<file path="config.mk">
export PLATFORM = sky130hd
export DESIGN_NAME = exposure_accumulator
export DESIGN_NICKNAME = d
export VERILOG_FILES = /design/src/rtl/exposure_accumulator.sv
export SDC_FILE = /design/constraint.sdc
export NUM_CORES = 1
export LEC_CHECK = 0
export ABC_AREA = 1
export ABC_CLOCK_PERIOD_IN_PS = 1780
export BUFFER_PORTS_ARGS = -buffer_cell sky130_fd_sc_hd__buf_2
export CELL_PAD_IN_SITES_DETAIL_PLACEMENT = 1
export CELL_PAD_IN_SITES_GLOBAL_PLACEMENT = 1
export CORE_MARGIN = 2
export CORE_UTILIZATION = 33
export DETAILED_ROUTE_END_ITERATION = 12
export PLACE_DENSITY_LB_ADDON = 0.12
export REMOVE_ABC_BUFFERS = 1
export SYNTH_ARGS = -nofsm -noshare
export SYNTH_HDL_FRONTEND = slang
export SYNTH_SLANG_ARGS = --single-unit
</file>
<file path="constraint.sdc">
create_clock -name clk -period 1.78 [get_ports clk]
set_clock_uncertainty 0.1 [all_clocks]
set_input_delay 0.178 -clock clk [delete_from_list [all_inputs] [get_ports clk]]
set_output_delay 0.178 -clock clk [all_outputs]
set_load 0.05 [all_outputs]
</file>
<file path="src/rtl/exposure_accumulator.sv">
// exposure_accumulator: bit-serial signed accumulator that credits operands
// into a running exposure balance using one full-adder cell and a carry flop.
// Handshakes: valid/ready on the input (operand) and output (result) sides.
// Optional build macro: EXPOSURE_SATURATE_EN (clamp on overflow instead of wrap).
module exposure_accumulator #(
    parameter int WIDTH = 4
) (
    input  logic             clk,
    input  logic             rst,
    input  logic             in_valid,
    output logic             in_ready,
    input  logic [WIDTH-1:0] in_data,
    output logic             out_valid,
    input  logic             out_ready,
    output logic [WIDTH-1:0] out_sum,
    output logic             out_c,
    output logic             out_v,
    output logic [WIDTH-1:0] balance
);

    localparam int CW = $clog2(WIDTH);

    typedef enum logic [1:0] {
        S_IDLE,
        S_ADD,
        S_DONE
    } state_t;

    state_t           r_state;
    state_t           w_next;
    logic [WIDTH-1:0] r_b;
    logic [WIDTH-2:0] r_sum;
    logic [WIDTH-1:0] r_out_sum;
    logic [WIDTH-1:0] r_balance;
    logic             r_carry;
    logic             r_out_c;
    logic             r_out_v;
    logic [CW-1:0]    r_cnt;

    logic             w_a;
    logic             w_bb;
    logic             w_s;
    logic             w_cout;
    logic             w_last;
    logic             w_accept;
    logic             w_ovf;
    logic [WIDTH-1:0] w_shift;
    logic [WIDTH-1:0] w_result;

    // Single full-adder cell on bit r_cnt; carry into it comes from the carry flop.
    assign w_a      = r_balance[r_cnt];
    assign w_bb     = r_b[r_cnt];
    assign w_s      = w_a ^ w_bb ^ r_carry;
    assign w_cout   = (w_a & w_bb) | (r_carry & (w_a ^ w_bb));
    assign w_last   = (r_cnt == CW'(WIDTH - 1));
    assign w_accept = in_valid && in_ready;

    // Partial sum enters at the top and shifts down; on the MSB cycle the
    // concatenation is the full result with bit 0 in position 0.
    assign w_shift  = {w_s, r_sum};
    // On the MSB cycle the carry flop holds the carry into the MSB cell (c_prev).
    assign w_ovf    = w_cout ^ r_carry;

`ifdef EXPOSURE_SATURATE_EN
    // Clamp toward the operand's sign when the signed add overflows.
    assign w_result = !w_ovf     ? w_shift :
                      r_b[WIDTH-1] ? {1'b1, {(WIDTH-1){1'b0}}}
                                   : {1'b0, {(WIDTH-1){1'b1}}};
`else
    assign w_result = w_shift;
`endif

    assign in_ready  = (r_state == S_IDLE) && !rst;
    assign out_valid = (r_state == S_DONE);
    assign out_sum   = r_out_sum;
    assign out_c     = r_out_c;
    assign out_v     = r_out_v;
    assign balance   = r_balance;

    // State register.
    always_ff @(posedge clk) begin
        if (rst) r_state <= S_IDLE;
        else     r_state <= w_next;
    end

    // Next-state: accept -> serial add for WIDTH cycles -> hold until taken.
    always_comb begin
        w_next = r_state;
        case (r_state)
            S_IDLE:  if (w_accept)  w_next = S_ADD;
            S_ADD:   if (w_last)    w_next = S_DONE;
            S_DONE:  if (out_ready) w_next = S_IDLE;
            default:                w_next = S_IDLE;
        endcase
    end

    // Datapath: operand capture, serial add, and result/balance commit.
    always_ff @(posedge clk) begin
        if (rst) begin
            r_b       <= '0;
            r_sum     <= '0;
            r_carry   <= 1'b0;
            r_cnt     <= '0;
            r_out_sum <= '0;
            r_out_c   <= 1'b0;
            r_out_v   <= 1'b0;
            r_balance <= '0;
        end else begin
            case (r_state)
                S_IDLE: begin
                    if (w_accept) begin
                        r_b     <= in_data;
                        r_carry <= 1'b0;
                        r_cnt   <= '0;
                    end
                end
                S_ADD: begin
                    r_sum   <= w_shift[WIDTH-1:1];
                    r_carry <= w_cout;
                    if (w_last) begin
                        r_out_sum <= w_result;
                        r_out_c   <= w_cout;
                        r_out_v   <= w_ovf;
                        r_balance <= w_result;
                    end else begin
                        r_cnt <= r_cnt + 1'b1;
                    end
                end
                default: ;
            endcase
        end
    end

endmodule

</file>
# Word level (Yosys, flattened, before mapping)
# Index checks and enable logic that the tools add are counted.
# totals
register_bits	18
latchBits	0
ram_bits	0
mem_bits_ro	0
inputBits	8
out_inout_bits	12
mem_count	0
# op_classes
n_addsub	1
mul	0
n_div	0
order_cmp	1
eq_ne	7
n_shift	0
n_mux	13
bitwise_logic	6
reduce_logical	10
# ops
op	count
2-bit two-way mux	5
2-bit inequality test, second input constant	3
2-bit case mux with 3 select lines	1
2-bit AND reduction	3
3-bit AND reduction	2
1-bit binary-select mux with 2-bit select	2
2-bit equality test, second input constant	2
2-bit case mux with 2 select lines	1
2-bit by 3-bit less-than comparator with 1-bit output, second input constant	1
1-bit two-way mux	3
1-bit bitwise XOR	3
2-bit by 1-bit adder with 2-bit output, second input constant	1
1-bit bitwise AND	2
2-bit by 1-bit equality test with 1-bit output, second input constant	1
1-bit logical AND	2
2-bit logical NOT	1
2-bit by 1-bit inequality test with 1-bit output, second input constant	1
1-bit case mux with 2 select lines	1
2-bit nonzero test	1
1-bit logical NOT	1
1-bit OR	1

# Longest topological paths before layout
# Gate-level depths: netlist of the first run.
# depth
ltp_word	6
ltp_mapped	9
depth_no_buf	8

# Worst setup path before layout of the first run
# OpenSTA, ideal clock, no wires.
# synth_path
kind	register to register
from	reg r_balance[3], in the netlist balance[3]
to	reg r_out_v, in the netlist out_v
arrival_time_ps	1689
slack_ps	-127
path_stages_with_launch	9
path_buffers	0
synth_period_minus_slack_ps	1907
cell_sequence	dfxtp_1 -> inv_1 -> a21oi_1 -> a21oi_1 -> fa_1 -> inv_1 -> nand2_1 -> a21oi_2 -> nor2_1
# synth_via
elab_chain_cells	6
# synth_rtl
element	line_no	text
start: declaration	34	logic [WIDTH-1:0] r_balance;
start signal: assignment	124	r_balance <= w_result;
1-bit binary-select mux with 2-bit select (*)	51	assign w_a = r_balance[r_cnt];
1-bit two-way mux (implied by the code) (*)	51	
1-bit bitwise XOR	54	assign w_cout = (w_a & w_bb) | (r_carry & (w_a ^ w_bb));
1-bit bitwise AND	54	
1-bit OR (*)	54	
1-bit bitwise XOR (*)	62	assign w_ovf = w_cout ^ r_carry;
end signal: assignment	123	r_out_v <= w_ovf;
end: declaration	37	logic r_out_v;
# Every way passes the cells marked *; elsewhere a longest branch is shown, timed or not. The select of a mux whose other input is x is not followed.
# A chain may end at the register's enable or synchronous reset.

# Worst setup path after layout of the first run
# layout_path
from	reg r_cnt[0]
to	reg r_balance[3], in the netlist balance[3]
# layout_via
elab_chain_cells	4
# layout_rtl
element	line_no	text
start: declaration	38	logic [CW-1:0] r_cnt;
start signal: assignment	126	r_cnt <= r_cnt + 1'b1;
1-bit binary-select mux with 2-bit select (on tied branches)	51, 52	
1-bit two-way mux (on tied branches)	51, 52	
1-bit bitwise XOR (2 in series)	53	assign w_s = w_a ^ w_bb ^ r_carry;
# Parallel ways exist; a longest one is shown, timed or not. The select of a mux whose other input is x is not followed.

==> qor.yml, run 1 <==
status: "finished, final reports clean"
yosysWarnings: 0
synthTopCellsByCount: "25 x nor2_1, 21 x nand2_1, 18 x dfxtp_1"
hp-class: "primary input to register"
worst_hold_slack_ns: 0.0103
clk_path_buf_depth: 2
core_area_um2: 2500
p_leak_nw: 0.524
p_sw_share_pct: 28.4
fin_util_pct: 40.9
synth_compound_area_share_pct: 14.9
diodes: 0
grt_pass1_wl_mm: 3.61
p_clk_share_pct: 26.4
die-area_um2: 3110
final_layout_size_suffix_gt1_share_pct: 26.1
peakVddDrop_mv: 0.420
die_w_um: 55.8
ys_seq_elements: 18
clk_latency_ns: 0.29
rsz0062_at_grt: "yes"
powerDensity_nw_per_um2: 744
setup_violations: 0
min_period_over_period_pct: 91.1
port_buffers: 19
yosysMostFrequentCell: "nor2_1"
endpoint: "balance[3]"
place_hpwl_mm: 1.54
r2r-end: "balance[3]"
power_frac_comb_pct: 15.7
initial_utilization_pct: 35.4
syn_inst: 124
synth-seq-area-share_pct: 40.7
cap_viol_max_count: 0
fmax_mhz: 617
synth_top_area_cell: "dfxtp_1"
synth_top_area_share_pct: 40.7
synth_fa_ha_area_share_pct: 3.68
grt_usage_pct: 14.8
r2r_cells: 7
cts_tree: "done"
synthSimpleGateAreaFrac_pct: 27.9
crit_required_ns: 1.92
clock_sinks: 18
maxSlewHeadroom_pct: 82.1
cp.arrival_ns: 1.76
hold_viol_final: 0
pre_cts_slack_ns: 0.0302
critPathLaunch: "r_cnt[0]"
regArea_um2: 367
area_growth_pct: 15.7
cp_max_fo: 9
gp_congestion: 0.804
fillCellCount: 326
muxShareOfSynthArea_pct: 0
grt_max_degree: 17
drtAntennaViolNets: 0
mappedNetlistArea_um2: 885
synth_cell_types: 20
clkTransAtPathRegs_ns: 0.10
first_pass_iters: 4
vias: 804
final_max_slew_viol_count: 0
wl_per_cell_um: 11.3
crit_path_start_kind: "register"
viasPerCell: 4.67
worst_slew_pin_slew_ns: 0.269
synth-async-reset-ratio_pct: 0
grt_overflow_total: 0
cts_buffers: 3
r2r_start: "r_cnt[0]"
ff2ff_setup_slack_ns: 0.16
synthTopCellsByArea: "dfxtp_1 41%, nor2_1 11%, nand2_1 8.9%"
root_buffer: "clkbuf_4"
multiInputGateArea_um2: 410
antenna_found_initial: 0
crit_type: "register to register"
grt_pass1_vias: 849
drt_iter0_markers: 6
num_rows: 18
p_int_w: 0.000545
totalPowerFinal_w: 0.000761
drc_errors: 0
cts-htree-levels: 1
fin_nets: 154
synth-xor-area-share_pct: 0
synth_top_family_by_area: "simple AND/OR/NAND/NOR gates"
ys.flop_type: "dfxtp_1"
setup_ws_ns: 0.158
synth_edf_count: 0
p_sw_w: 0.000216
ios: 20
fin_crit_ns: 1.62
die_height_um: 55.8
pwr-share-seq_pct: 57.9
worst_setup_path_end_kind: "register"
routed_wl_mm: 1.94
syn_area_per_cell_um2: 7.13
==> metrics by stage <==
stage          TNS, ns  instance area, µm²  cells
2_1_floorplan    -1.99                 845    118
3_3_place_gp         0                 985    168
3_5_place_dp         0                 985    168
4_1_cts              0                1020    172
5_1_grt        -0.0401                1020    172
6_report             0                1020    172
==> cell type report <==
cell class / count / area share [%]
tap: 30 / 3.67
inverter: 19 / 7.21
multi-input combinational: 81 / 40.1
sequential: 18 / 35.8
timing repair buffer: 21 / 11.0
clock buffer: 3 / 2.20
==> critical path, stage by stage, from the launching register on <==
cell,delay [ns]
dfxtp_4,0.38
o21ai_0,0.17
a21oi_1,0.06
a21oi_1,0.17
fa_1,0.46
nand2_1,0.08
nand2_1,0.06
a21oi_2,0.10
==> worst min-delay path by stage <==
stage          startpoint      to  cells past startpoint
5_1_grt               rst   out_c                      2
3_3_place_gp   in_data[2]  r_b[2]                      3
3_5_place_dp   in_data[2]  r_b[2]                      3
6_report       in_data[0]  r_b[0]                      3
4_1_cts               rst   out_c                      2
2_1_floorplan         rst   out_c                      1
==> power by group through the flow <==
| stage | clock network [W] | logic [W] | registers [W] |
|---|---|---|---|
| 2_1_floorplan | 0 | 0.0000791 | 0.000451 |
| 3_3_place_gp | 0 | 0.000115 | 0.000449 |
| 3_5_place_dp | 0 | 0.000120 | 0.000450 |
| 4_1_cts | 0.000216 | 0.000122 | 0.000441 |
| 5_1_grt | 0.000236 | 0.000140 | 0.000445 |
| 6_report | 0.000201 | 0.000119 | 0.000441 |
==> per-layer routing <==
layer	GRT usage (%)	vias to the layer above	part of all wire, %
li1	-	418	-
met1	16.3	366	43
met2	27.0	18	51
met3	4.88	2	4.8
met4	4.18	0	1.1
met5	0	-	0
==> cell usage in the layout (no fill, tap or decap) <==
cell type	netlist	layout
ha_1	1	1
nand2_4	1	1
a21oi_1	8	8
fa_1	1	1
nor2_8	1	1
o21ai_0	13	13
a21oi_2	3	3
inv_1	17	16
nand3_1	3	3
inv_2	1	2
dfxtp_1	18	15
nand3_2	1	1
nor2_1	25	25
nor3_1	1	1
nor2_2	1	1
buf_2	2	19
buf_4	4	1
nand2_1	21	21
dfxtp_2	0	2
dfxtp_4	0	1
clkbuf_4	0	3
nand2_2	1	1
dlygate4sd3_1	0	1
inv_4	1	1
==> state kept, by name, summed over array words and instances (netlist names) <==
name	cells
out_v	1
out_c	1
r_state	2
balance	4
r_carry	1
r_cnt	2
r_b	4
r_sum	3
==> cell families (layout without fill, tap and decap cells) <==
group	Yosys count	after routing
buffers and inverters	25	43
adder cells (fa/ha/maj)	2	2
AND/OR/NAND/NOR	55	55
flip-flops	18	18
AO/OA/AOI/OAI	24	24
==> repair_timing <==
action                                 in CTS  in global routing
gates resized for setup                     0                  5
endpoints found under the hold margin       1                  0
hold buffers                                1                  0
setup endpoints to repair                   0                  4
setup buffers                               0                  0
Note: power is estimated with default switching activity, not from simulation.
==> run 2, diff against run 1 <==
- ABC_CLOCK_PERIOD_IN_PS: 1780 -> 1700
- CORE_ASPECT_RATIO: unset -> 1.75
- CORE_UTILIZATION: 33 -> 36
- CTS_BUF_LIST: unset -> sky130_fd_sc_hd__clkbuf_4 sky130_fd_sc_hd__clkbuf_8 sky130_fd_sc_hd__clkbuf_16
- clock period: 1.78 -> 1.7 ns (I/O delays scaled with it)
==> run 2 against run 1 <==
First-iteration DRC count grew 83%. Clock power rose by 76%. Fmax is 0.55% higher. Die area down 7.3%. Global-route usage grew 2.0 points. Worst setup slack worse by 0.071 ns. Design area rose by 7.0%. Sequential power increased by 5.7%. Via count increased by 3.1%. Worst hold slack improved by 0.027 ns. Total power rose by 26%. Critical endpoint unchanged. Flip-flop and latch count unchanged.
==> qor.yml, run 2 (synthesis gave the netlist of run 1 again) <==
status: "finished, final reports clean"
cts_tree: "done"
grt_usage_pct: 16.8  # +2.0 points
drc_errors: 0  # unchanged
cp_common_cell: "a21oi_2"
hp-class: "primary input to register"
core_area_um2: 2300  # -7.9%
diodes: 0  # unchanged
first_pass_iters: 4  # unchanged
cp.arrival_ns: 1.66  # -0.10 ns
ff2ff_setup_slack_ns: 0.09  # -0.07 ns
pre_cts_slack_ns: -0.0477  # -0.0779 ns
final_max_slew_viol_count: 0  # unchanged
die_w_um: 41.5  # -26%
p_sw_share_pct: 26.8  # -1.7 points
pwr-share-seq_pct: 48.6  # -9.3 points
final_cell_area_um2: 1090  # +7.0%
cts_buffers: 3  # unchanged
cts_hold_buffers: 0  # -1
final.setup.tns_ns: 0  # unchanged
worst_setup_path_end_kind: "register"
place_area_um2: 986  # +0.13%
maxSlewHeadroom_pct: 79.8  # -2.2 points
crit_chain: "buf_6 -> o21ai_2 -> a21oi_2 -> fa_2 -> nand2_2 -> nand2_1 -> a21oi_2"
viasPerCell: 4.88  # +4.3%
area_growth_pct: 23.8
initial_utilization_pct: 38.4  # +3.0 points
drt_iter0_markers: 11  # +5
clkTransAtPathRegs_ns: 0.07  # -0.03 ns
grt_pass1_wl_mm: 3.81  # +5.5%
routed_wl_mm: 2.23  # +15%
clock_sinks: 18  # unchanged
worst_slew_pin_slew_ns: 0.300  # +0.0307 ns
powerDensity_nw_per_um2: 876  # +18%
p_leak_nw: 0.557  # +6.3%
grt_overflow_total: 0  # unchanged
power_frac_comb_pct: 14.6  # -1.1 points
cts-htree-levels: 1  # unchanged
drtAntennaViolNets: 0  # unchanged
cp_slowest_cell: "fa_2"
gp_congestion: 0.717  # -11%
crit_required_ns: 1.74  # -0.18 ns
mostFrequentLayoutCells: "25 x nor2_1, 20 x nand2_1, 19 x buf_2"
wl_per_cell_um: 13.1  # +16%
root_buffer: "clkbuf_8"
clk_latency_ns: 0.25  # -0.04 ns
vias: 829  # +3.1%
num_rows: 23  # +5
crit_type: "register to register"
p_int_w: 0.000703  # +29%
min_period_over_period_pct: 94.9  # +3.8 points
port_buffers: 19  # unchanged
worst_hold_slack_ns: 0.0377  # +0.0274 ns
cp_max_fo: 8  # -1
clk_path_buf_depth: 2  # unchanged
cap_viol_max_count: 0  # unchanged
die_height_um: 69.6  # +25%
fmax_mhz: 620  # +0.55%
crit_path_start_kind: "register"
setup_ws_ns: 0.0872  # -0.0711 ns
p_sw_w: 0.000257  # +19%
fin_crit_ns: 1.61  # -0.00894 ns
peakVddDrop_mv: 0.569  # +35%
final_layout_size_suffix_gt1_share_pct: 34.5  # +8.4 points
ios: 20  # unchanged
grt_pass1_vias: 820  # -3.4%
slowest_delay_ns: 0.54  # +0.08 ns
hold_viol_final: 0  # unchanged
layout_commonest_cell: "nor2_1"
grt_max_degree: 16  # -1
fin_nets: 156  # +1.3%
p_clk_share_pct: 36.8  # +10 points
antenna_found_initial: 0  # unchanged
setup_violations: 0  # unchanged
place_hpwl_mm: 1.67  # +8.9%
die-area_um2: 2890  # -7.3%
run 2: metrics by stage:
stage / cells / total power (W) / utilization [%]
6_report: 170 / 0.000959 / 47.6
5_1_grt: 170 / 0.00101 / 47.6
4_1_cts: 168 / 0.000952 / 45.7
3_5_place_dp: 164 / 0.000598 / 42.8
3_3_place_gp: 164 / 0.000592 / 42.8
2_1_floorplan: 118 / 0.000555 / -
run 2: per-layer routing:
layer | wire length (µm) | GRT usage (%) | vias up | share of wire, %
li1 | - | - | 426 | -
met1 | 945 | 19.9 | 390 | 42
met2 | 1220 | 29.5 | 11 | 55
met3 | 51 | 2.34 | 2 | 2.3
met4 | 18 | 6.81 | 0 | 0.81
met5 | 0 | 0 | - | 0
run 2: worst max-delay path: cells and delay by family (launching register included):
family	cells	cell delay (ns)
DFF	1	0.38
and+or+nand+nor	2	0.12
adders and majority gates	1	0.54
AOI/OAI and AO/OA	3	0.24
buffers and inverters	1	0.13
run 2: cell type report:
class / count / area (µm²)
clock buffers: 4 / 55.1
fillers: 311 / 1210
inverters: 19 / 73.8
multi-input cells: 81 / 438
flip-flops and latches: 18 / 368
well taps: 25 / 31.3
repair buffers: 23 / 129
run 2: final timing paths:
path,cells after the start,endpoint,startpoint
hold / removal,3,r_b[0],in_data[0]
setup reg to reg,7,balance[3],r_cnt[0]
setup / recovery,7,balance[3],r_cnt[0]
hold reg to reg,2,out_c,out_c
run 2: power by group through the flow:
stage	Sequential [W]	Clock [W]	Combinational, W
finish	0.000466	0.000353	0.000140
floorplan	0.000473	0	0.0000828
global route	0.000470	0.000379	0.000161
detailed placement	0.000471	0	0.000126
global placement	0.000470	0	0.000122
CTS	0.000462	0.000360	0.000130
run 2: what timing repair did:
action	CTS	global route
gates cloned	0	0
pin swaps	1	5
setup buffers	0	2
resized for setup	6	13
setup endpoints to repair	3	3
